==> config.mk <==
export PLATFORM = sky130hd
export DESIGN_NAME = coproc_cmd_sequencer_flat
export DESIGN_NICKNAME = d
export VERILOG_FILES = /design/src/rtl/coproc_cmd_sequencer_if.sv /design/src/rtl/coproc_cmd_sequencer.sv /design/src/flat_wrapper.sv
export SDC_FILE = /design/constraint.sdc
export NUM_CORES = 1
export LEC_CHECK = 0
export CAP_MARGIN = 15
export CORE_MARGIN = 2
export CORE_UTILIZATION = 55
export CTS_CLUSTER_SIZE = 24
export DETAILED_ROUTE_END_ITERATION = 8
export PLACE_DENSITY = 0.87
export SLEW_MARGIN = 10
export SYNTH_ARGS = -nofsm -noshare
export SYNTH_HDL_FRONTEND = slang
export SYNTH_SLANG_ARGS = --single-unit
==> constraint.sdc <==
create_clock -name clk -period 4.2 [get_ports clk]
set_clock_uncertainty 0.15 [all_clocks]
set_input_delay 0.63 -clock clk [delete_from_list [all_inputs] [get_ports clk]]
set_output_delay 0.63 -clock clk [all_outputs]
set_load 0.005 [all_outputs]
==> src/rtl/coproc_cmd_sequencer_if.sv <==
// coproc_cmd_sequencer_if: CPU command/status and coprocessor handshake signals
interface coproc_cmd_sequencer_if #(
  parameter int DEPTH = 4
) ();
  logic [7:0]                   CTL_IN;
  logic                         CP_DONE;
  logic                         CP_START;
  logic [7:0]                   CP_CMD;
  logic [1:0]                   STS;
  logic [$clog2(DEPTH+1)-1:0]   LEVEL;
  modport master (output CTL_IN, CP_DONE, input CP_START, CP_CMD, STS, LEVEL);
  modport slave  (input CTL_IN, CP_DONE, output CP_START, CP_CMD, STS, LEVEL);
endinterface

==> src/rtl/coproc_cmd_sequencer.sv <==
// coproc_cmd_sequencer: buffers CPU command pulses and issues them to the coprocessor with a watchdog
module coproc_cmd_sequencer #(
  parameter int DEPTH   = 4,
  parameter int TIMEOUT = 1048575,
  parameter int TO_W    = 20
) (
  input logic                  clk,
  input logic                  rst_n,
  coproc_cmd_sequencer_if.slave bus
);
  localparam int AW = $clog2(DEPTH);
  localparam int LW = $clog2(DEPTH+1);
  typedef enum logic [1:0] {IDLE, ISSUE, WAIT} state_t;
  state_t          state_q, state_d;
  logic [7:0]      mem_q [DEPTH];
  logic [AW-1:0]   wr_q, wr_d, rd_q, rd_d;
  logic [LW-1:0]   level_q, level_d;
  logic [TO_W-1:0] cnt_q, cnt_d;
  logic [7:0]      cmd_q, cmd_d;
  logic            err_q, err_d;
  logic            abort, clr, push, push_ok, pop, tout, full;
  // Decode the command byte and sequence one command at a time through the coprocessor.
  always_comb begin
    abort   = bus.CTL_IN == 8'hFF;
    clr     = bus.CTL_IN == 8'hFE;
    push    = bus.CTL_IN != 8'h00 && !abort && !clr;
    state_d = state_q;
    cnt_d   = cnt_q;
    pop     = 1'b0;
    tout    = 1'b0;
    case (state_q)
      IDLE: begin
        pop     = level_q != '0 && !abort;
        state_d = pop ? ISSUE : IDLE;
      end
      ISSUE: begin
        cnt_d   = TO_W'(1);
        state_d = abort ? IDLE : WAIT;
      end
      WAIT: begin
        cnt_d   = cnt_q + TO_W'(1);
        tout    = !abort && !bus.CP_DONE && cnt_q == TO_W'(TIMEOUT);
        state_d = (abort || bus.CP_DONE || tout) ? IDLE : WAIT;
      end
      default: state_d = IDLE;
    endcase
    full    = level_q == LW'(DEPTH);
    push_ok = push && (!full || pop);
    level_d = abort ? '0 : level_q + LW'(push_ok) - LW'(pop);
    wr_d    = abort ? '0 : wr_q + AW'(push_ok);
    rd_d    = abort ? '0 : rd_q + AW'(pop);
    cmd_d   = pop ? mem_q[rd_q] : cmd_q;
    err_d   = (push && !push_ok) || tout || (err_q && !clr);
  end
  // Control and status registers, cleared asynchronously so a reset drops any command in flight.
  always_ff @(posedge clk or negedge rst_n) begin
    if (!rst_n) begin
      state_q <= IDLE;
      wr_q    <= '0;
      rd_q    <= '0;
      level_q <= '0;
      cnt_q   <= '0;
      cmd_q   <= '0;
      err_q   <= 1'b0;
    end else begin
      state_q <= state_d;
      wr_q    <= wr_d;
      rd_q    <= rd_d;
      level_q <= level_d;
      cnt_q   <= cnt_d;
      cmd_q   <= cmd_d;
      err_q   <= err_d;
    end
  end
  // Command storage; contents are meaningless outside the occupied window so no reset is needed.
  always_ff @(posedge clk) begin
    if (push_ok) mem_q[wr_q] <= bus.CTL_IN;
  end
  assign bus.CP_START = state_q == ISSUE;
  assign bus.CP_CMD   = cmd_q;
  assign bus.STS      = {err_q, state_q != IDLE || level_q != '0};
  assign bus.LEVEL    = level_q;
endmodule

==> src/flat_wrapper.sv <==
// flat-port wrapper written by rule: the top's interface ports become plain ports
module coproc_cmd_sequencer_flat 
#(
  parameter int DEPTH   = 4,
  parameter int TIMEOUT = 1048575,
  parameter int TO_W    = 20
)
  (clk, rst_n, bus_CTL_IN, bus_CP_DONE, bus_CP_START, bus_CP_CMD, bus_STS, bus_LEVEL);
  coproc_cmd_sequencer_if #(.DEPTH(DEPTH)) bus_i ();
  input logic clk;
  input logic rst_n;
  input wire logic [$bits(bus_i.CTL_IN)-1:0] bus_CTL_IN;
  input wire logic [$bits(bus_i.CP_DONE)-1:0] bus_CP_DONE;
  output wire logic [$bits(bus_i.CP_START)-1:0] bus_CP_START;
  output wire logic [$bits(bus_i.CP_CMD)-1:0] bus_CP_CMD;
  output wire logic [$bits(bus_i.STS)-1:0] bus_STS;
  output wire logic [$bits(bus_i.LEVEL)-1:0] bus_LEVEL;
  assign bus_i.CTL_IN = bus_CTL_IN;
  assign bus_i.CP_DONE = bus_CP_DONE;
  assign bus_CP_START = bus_i.CP_START;
  assign bus_CP_CMD = bus_i.CP_CMD;
  assign bus_STS = bus_i.STS;
  assign bus_LEVEL = bus_i.LEVEL;
  coproc_cmd_sequencer #(.DEPTH(DEPTH), .TIMEOUT(TIMEOUT), .TO_W(TO_W)) u_core (.clk(clk), .rst_n(rst_n), .bus(bus_i));
endmodule
* Word-level counts from Yosys, hierarchy flattened *
Memories as Yosys holds them, arrays and structs flattened. A register that Yosys moved wholly into a read port is not among the register bits.
Index checks and enable logic that the tools add are counted.

word-level totals
  input bits = 11
  register bits = 30
  memories = 1
  RAM bits = 32
  logic and storage cells = 55
  output and inout port bits = 14

operators by class
  eq/ne operators = 6
  $add $sub $neg = 5
  reductions and logical operators = 25
  mux-type cells = 12

memory list
  memory        depth  bits a word  rd ports  clocked after memory_dff  write ports  RTL line                    source
  u_core.mem_q  4      8            1         1                         1            coproc_cmd_sequencer.sv:15  logic [7:0] mem_q [DEPTH];

operator list
  operator                 number
  $pmux W20 S2             1
  $add A20 B1 Y20 const B  1
  $eq A20 B20 Y1 const B   1
  $eq A8 B8 Y1 const B     2
  $logic_and A1 B1 Y1      8
  $mux W2                  4
  $reduce_bool A8 Y1       1
  $logic_not A1 Y1         6
  $logic_or A1 B1 Y1       6
  $pmux W2 S3              1
  $mux W1                  5
  $add A2 B1 Y2            2
  $reduce_bool A2 Y1       2
  $add A3 B1 Y3            1
  $eq A3 B3 Y1 const B     1
  $mux W3                  1
  $reduce_bool A3 Y1       1
  $sub A3 B1 Y3            1
  $eq A2 B1 Y1 const B     1
  $eq A2 B2 Y1 const B     1
  $logic_not A2 Y1         1

* Depth between registers and ports, before layout *
  word-level depth = 10
  gate-level depth with buffers = 12
  mapped depth without buffers = 12

* Worst setup path before layout *
Ideal clock, no wire load.

  path type = input -> register
  start point = input port bus_CTL_IN[0]
  end point = register u_core.level_q[2] (netlist: u_core.bus.LEVEL[2])
  path slack = 1.458 ns
  library setup time = 0.121 ns
  path buffers = 0
  stages on the path = 12
  data required time = 3.929 ns
  data arrival time = 2.471 ns
  cells stage by stage = and4_1 > nand2_1 > o311ai_2 > inv_1 > ha_1 > inv_1 > ha_1 > inv_1 > fa_1 > xor2_1 > xnor2_1 > nor2_1

between the ends
  word-level cells in the longest chain between the ends = 9
  elaborated cells on any way between the ends = 14
  classes of those cells = add/sub: 2; eq/ne: 2; mux: 2; reduce/logical: 8

ends and longest elaborated chain
  what                   RTL line                    source
  start, declared        flat_wrapper.sv:12          input wire logic [$bits(bus_i.CTL_IN)-1:0] bus_CTL_IN;
  $eq A8 B8 Y1 *         coproc_cmd_sequencer.sv:24  abort = bus.CTL_IN == 8'hFF;
  $logic_not A1 Y1 *     coproc_cmd_sequencer.sv:33  pop = level_q != '0 && !abort;
  $logic_and A1 B1 Y1 *  coproc_cmd_sequencer.sv:33
  $mux W1 *              coproc_cmd_sequencer.sv:31  case (state_q)
  via u_core.pop         coproc_cmd_sequencer.sv:21  logic abort, clr, push, push_ok, pop, tout, full;
  $logic_or A1 B1 Y1     coproc_cmd_sequencer.sv:48  push_ok = push && (!full || pop);
  $logic_and A1 B1 Y1    coproc_cmd_sequencer.sv:48
  $add A3 B1 Y3          coproc_cmd_sequencer.sv:49  level_d = abort ? '0 : level_q + LW'(push_ok) - LW'(pop);
  $sub A3 B1 Y3 *        coproc_cmd_sequencer.sv:49
  $mux W3 *              coproc_cmd_sequencer.sv:49
  via u_core.level_d[2]  coproc_cmd_sequencer.sv:17  logic [LW-1:0] level_q, level_d;
  end signal, assigned   coproc_cmd_sequencer.sv:69  level_q <= level_d;
  end, declared          coproc_cmd_sequencer.sv:17

Mark *: on every way through the listed nets, which the timed path passes. The rest lies on a longest branch.
A chain may end at the register's enable or synchronous reset.

* Final worst setup path *
  start point = input port bus_CTL_IN[6]
  end point = register u_core.level_q[2] (netlist: u_core.bus.LEVEL[2])

The elaborated chain is that of the path after synthesis.

==> results.cfg <==
[die]
die_area_um2 = 6460
die_w_um = 80.4
io-pin-count = 25
core-area_um2 = 5570
dieHeight_um = 80.4
rows = 27
initial_core_util_pct = 57.6

[clocking]
cts_setup_buffers = 0
cts_hold_buf = 0
clock_path_buffers = 2
htree_levels = 3
cts_tree = built
clock-root-buffer = clkbuf_8
clkSinkCount = 70
cts-resized-gates = 0
cts_inserted_buffers = 9
clk_latency_ns = 0.35
path_clk_slew_ns = 0.07

[critical_path]
worstPathMaxFanout = 9
crit_path_frequent_cell = inv_1
max_stage_delay_ns = 0.62
crit_type = primary input to register
crit_path_end_kind = register
critical_path_buf_inv_count = 4
critPathSlowestCell = clkdlybuf4s50_1
crit_family = buffers and inverters
crit_path_start_kind = primary input
crit_arrival_ns = 3.47
crit_chain = clkdlybuf4s50_1 > and4_1 > nand2_1 > o311ai_2 > inv_1 > ha_1 > inv_1 > ha_1 > inv_1 > fa_1 > xor2_1 > xnor2_1 > nor2_1
critPathRequiredTime_ns = 4.28

[sta]
slew_headroom_pct = 37.3
finalMaxSlewViolations = 0
hold_viol = 0
finalSetupViolCount = 0
worst_pin_slew_ns = 0.939
period_minus_slack_ns = 3.39
holdWs_ns = 0.249
timing.fmax_ghz = 0.295
period_share_pct = 80.7
rsz0062_at_grt = no
fin_setup_tns_ns = 0

[logic_synthesis]
synth.most_common_cell = dfrtp_1
synth_edf_count = 32
synth.top_cell.area_share_pct = 30.0
avgSynthCellArea_um2 = 13.1
syn_area_um2 = 3210
synthCells = 244
yosysTopAreaCell = edfxtp_1
synth.yosys.seq_area_share_pct = 59.6
syn-num-nets = 265
ys_async_sr_fraction_pct = 54.3
yosys_warnings = 0
synth_flop_cell = dfrtp_1
synth_commonest_cells = dfrtp_1, edfxtp_1, nor2_1, o21ai_0, nand2_1
ys_ff_latch = 70
synth_area_leaders = edfxtp_1, dfrtp_1, mux4_2, ha_1, mux2_2
yosysUniqueCellTypes = 46

[grt]
antenna_found_initial = 0
overflow = 0
grt_pass1_vias = 2172
grt_start_max_net_pins = 39
grt_pass1_wl_mm = 10.9
grt_usage_pct = 23.0

[placement]
gp_congestion = 0.887
port_buffers = 24
place_inst = 335
placed_area_um2 = 3510
dpl.hpwl_mm = 4.17

[drt]
drc = 0
wire_per_inst_um = 17.8
avgViaCountPerCell = 6.12
ant_nets = 0
vias = 2142
drtPass1Iterations = 5
wl_mm = 6.24
drtIter0Drc = 189

[final_layout]
layout.nets = 295
syn_to_final_growth_pct = 15.3
layout-drive-gt1-share_pct = 14.0
final_cells = 350
postLayoutCellArea_um2 = 3700
insertedDiodeCount = 0

[power]
power_density_nw_per_um2 = 691
p_leak_nw = 1.42
ir_drop_mv = 0.605

[run]
maxCapViolCount = 0

[outcome]
outcome = finished, final reports clean

[worst_hold_path]
hold_path_class = primary input to async pin
through the flow:
step / utilization (%) / setup WS, ns / power, mW
finish: 66.4 / 0.809 / 2.55
global route: 66.4 / 0.535 / 2.73
CTS: 66.4 / 0.799 / 2.57
detailed placement: 63.0 / 0.484 / 2.05
global placement: 63.0 / 0.628 / 2.01
floorplan: - / 1.46 / 1.68
sequential cells by signal, indices dropped and copies added, names as in the netlist:
| signal | flops |
|---|---|
| u_core.bus.LEVEL | 3 |
| u_core.mem_q | 32 |
| u_core.err_q | 1 |
| u_core.cnt_q | 20 |
| u_core.state_q | 2 |
| u_core.wr_q | 2 |
| u_core.rd_q | 2 |
| u_core.bus.CP_CMD | 8 |
layer usage:
layer | GRT usage [%] | up-vias | part of all wire (%)
met5 | 0 | - | 0
met4 | 11.2 | 0 | 1.8
met3 | 3.82 | 13 | 5.7
met2 | 34.8 | 77 | 47
met1 | 32.6 | 1062 | 46
li1 | - | 990 | -
final timing paths:
check | end | cells after the start | slack, ns | startpoint
min in group clk | u_core.bus.CP_CMD[6]$_DFFE_PN0P_ | 1 | 0.36 | u_core.bus.CP_CMD[6]$_DFFE_PN0P_
hold reg to reg | u_core.bus.CP_CMD[6]$_DFFE_PN0P_ | 1 | 0.36 | u_core.bus.CP_CMD[6]$_DFFE_PN0P_
hold / removal | u_core.bus.CP_CMD[1]$_DFFE_PN0P_ | 1 | 0.25 | rst_n
setup / recovery | u_core.bus.LEVEL[2]$_DFF_PN0_ | 13 | 0.81 | bus_CTL_IN[6]
max in group asynchronous | u_core.bus.CP_CMD[6]$_DFFE_PN0P_ | 1 | 3.10 | rst_n
setup reg to reg | u_core.bus.LEVEL[2]$_DFF_PN0_ | 10 | 1.10 | u_core.bus.LEVEL[1]$_DFF_PN0_
final cells by class:
type | count | area, µm²
Sequential cell | 70 | 1910
Fill cell | 387 | 1880
Multi-Input combinational cell | 154 | 1210
Timing Repair Buffer | 27 | 258
Clock buffer | 9 | 124
Tap cell | 72 | 90.1
Clock inverter | 6 | 62.6
Inverter | 12 | 45.0
report_power, final:
part	internal [mW]	total, mW	switching [mW]	leakage (nW)
clock	0.269	0.520	0.251	0.0891
combinational	0.472	0.933	0.461	0.546
sequential	0.954	1.10	0.146	0.784
kinds of logic after synthesis:
family	after synthesis	synth area share, %
simple gates	78	13.8
flops	70	59.6
compound gates	42	9.09
buf+inv	20	2.77
mux	16	8.42
fa+ha+maj	10	4.13
xor+xnor	8	2.18
cell usage in the layout (no fill, tap or decap), types with 2 or more instances in the layout:
cell type / synthesis / routed
a41oi_1: 2 / 2
clkdlybuf4s50_1: 0 / 23
edfxtp_1: 32 / 32
and3_1: 4 / 4
nand3_1: 10 / 10
clkbuf_8: 0 / 9
nor4_1: 4 / 4
or4_1: 3 / 3
a22o_1: 2 / 2
o21ai_0: 14 / 14
mux4_2: 8 / 8
and4_1: 4 / 4
clkinvlp_4: 0 / 2
nor3_1: 2 / 2
xnor2_1: 4 / 4
inv_1: 11 / 11
ha_1: 9 / 9
or3_1: 2 / 2
o31ai_1: 8 / 8
nor3b_1: 2 / 2
a31oi_1: 2 / 2
nand3b_1: 2 / 2
dfrtp_1: 38 / 38
nand4_1: 8 / 8
a21oi_1: 6 / 6
and2_1: 4 / 4
xor2_1: 4 / 4
nor2_1: 16 / 16
clkinv_1: 1 / 2
nand2_1: 12 / 12
buf_4: 1 / 3
mux2_2: 8 / 8
(Power assumes the default switching activity.)
==> RTL edit, RTL diff (same flow settings) <==
`DEPTH` is set to 4 in 3 places; all go to 2.
--- a/src/rtl/coproc_cmd_sequencer_if.sv
+++ b/src/rtl/coproc_cmd_sequencer_if.sv
@@ -1,6 +1,6 @@
 // coproc_cmd_sequencer_if: CPU command/status and coprocessor handshake signals
 interface coproc_cmd_sequencer_if #(
-  parameter int DEPTH = 4
+  parameter int DEPTH = 2
 ) ();
   logic [7:0]                   CTL_IN;
   logic                         CP_DONE;
--- a/src/rtl/coproc_cmd_sequencer.sv
+++ b/src/rtl/coproc_cmd_sequencer.sv
@@ -1,6 +1,6 @@
 // coproc_cmd_sequencer: buffers CPU command pulses and issues them to the coprocessor with a watchdog
 module coproc_cmd_sequencer #(
-  parameter int DEPTH   = 4,
+  parameter int DEPTH   = 2,
   parameter int TIMEOUT = 1048575,
   parameter int TO_W    = 20
 ) (
--- a/src/flat_wrapper.sv
+++ b/src/flat_wrapper.sv
@@ -1,7 +1,7 @@
 // flat-port wrapper written by rule: the top's interface ports become plain ports
 module coproc_cmd_sequencer_flat 
 #(
-  parameter int DEPTH   = 4,
+  parameter int DEPTH   = 2,
   parameter int TIMEOUT = 1048575,
   parameter int TO_W    = 20
 )
Ports: changed (resized bus_LEVEL); port bits go from 25 to 24. The function was not compared with the original's and may differ.
==> RTL edit against the unedited design <==
  * Worst setup slack improved by 0.60 ns
  * Count of clock-buffer cells in the layout decreased by 4
  * Power decreased by 33%
  * Area after synthesis decreased by 23%
  * Sequential power decreased by 30%
  * Sequential cell count decreased by 19
  * Final area decreased by 24%
  * Core utilization decreased by 1.5 points
  * Wire length decreased by 27%
  * Combinational power decreased by 28%
  * Largest power group unchanged
==> RTL edit: results <==
[status]
status = "finished clean"

[synth]
synthArstFlopShare = 0.6863
ys_seq_area_frac = 0.5519
synth_cells = 224
synth_edf_count = 16
ys_types = 44
synthTopCellsByCount = "dfrtp_1, nor2_1, nand2_1, edfxtp_1, inv_1"
synth_nets = 244
synth.area.top_cells = "dfrtp_1, edfxtp_1, ha_1"

[global_routing]
antenna_found_initial = 0
grt_pass1_vias = 1711
grt_pass1_wl_um = 8155
grt_usage = 0.2083
grt_max_degree = 36

[clock_tree]
htree_levels = 2
cts_setup_buffers = 0
clk_pin_slew_ns = 0.09
numCtsBuffers = 5
insertion_delay_ns = 0.30

[detailed_routing]
drt-vias-per-instance = 5.836
firstDrtPassIters = 4
wl_per_cell_um = 15.22
drt_iter0_drc = 163
wirelength_um = 4552

[layout]
largest_reg_flops = 20
layout-drive-gt1-share = 0.08097
regMostFlops = "u_core.cnt_q"

[sta]
period_minus_slack_ns = 2.795
worst_pin_slew_ns = 0.7450
whs_ns = 0.3857

[min_path]
hold_path_class = "reg -> reg"

[worst_setup_path]
r2r_end = "u_core.bus.LEVEL[1]"
crit_fanout = 19
critPathArrivalTime_ns = 2.83
rr_startpoint = "u_core.state_q[0]"
worst_r2r_path_depth = 10
r2r_slack_ns = 1.56
slowest_delay_ns = 0.54

[placed_design]
preCtsSetupSlack_ns = 1.062
port-buffer-count = 23
place_congestion = 0.8056
placedCellCount = 291
post-dp-hpwl_um = 3262

[pwr]
ir_drop_v = 0.0003503
leakagePower_nw = 1.171
==> RTL edit: cell types whose count changed in the layout (fill, tap and decap cells not counted), moves of 5 or more <==
cell / unedited run / this run
a21oi_1: 6 / 12
mux2i_1: 0 / 8
mux4_2: 8 / 0
edfxtp_1: 32 / 16
a31oi_1: 2 / 7
o31ai_1: 8 / 2
nor2_1: 16 / 26
nand2_1: 12 / 17
mux2_2: 8 / 0
==> RTL edit: cell families (layout without fill, tap and decap cells) <==
kind of cell	Yosys count	count (layout)	share of synthesized area
compound gates	44	44	0.1166
simple gates	82	82	0.1864
buf+inv	22	45	0.03818
fa+ha+maj	9	9	0.04583
flops	51	51	0.5519
xor+xnor	8	8	0.02851
mux	8	8	0.03259
==> RTL edit: area by class of cell <==
class	count	area, um2
fillers	343	1520
well taps	52	65.06
multi-input cells	151	1007
repair buffers	24	237.7
flip-flops and latches	51	1356
inverters	13	48.80
clock buffers	5	68.82
clock inverters	3	20.02
==> RTL edit: worst max path at each step <==
stage,start,end,depth (start not counted)
after CTS,bus_CTL_IN[3],u_core.bus.LEVEL[1],9
after detailed placement,bus_CTL_IN[3],u_core.bus.LEVEL[1],9
final,bus_CTL_IN[3],u_core.bus.LEVEL[1],9
after floorplan,bus_CTL_IN[3],u_core.bus.LEVEL[1],10
after global placement,bus_CTL_IN[6],u_core.bus.LEVEL[1],9
after global routing,bus_CTL_IN[3],u_core.bus.LEVEL[1],9
==> RTL edit: worst reg2reg max path, cell delays in order, from the launching register on <==
cell     delay (ns)
dfrtp_1        0.43
inv_1          0.11
ha_1           0.19
o21a_1         0.15
o31a_1         0.58
ha_1           0.36
inv_1          0.06
ha_1           0.15
xor2_1         0.17
xnor2_1        0.13
nor2_1         0.05
==> RTL edit: where the power goes <==
group | total [mW] | leakage, nW | switching, mW | internal [mW]
registers | 0.767 | 0.600 | 0.0900 | 0.677
logic | 0.671 | 0.531 | 0.373 | 0.299
clock network | 0.277 | 0.0402 | 0.161 | 0.116
total | 1.72 | 1.17 | 0.624 | 1.09
==> RTL edit: metal layers <==
metal | vias up | global-route usage | part of all wire
met3 | 10 | 0.04274 | 0.043
met1 | 853 | 0.2674 | 0.42
met2 | 36 | 0.3499 | 0.52
li1 | 846 | - | -
met5 | - | 0 | 0
met4 | 0 | 0.07966 | 0.017
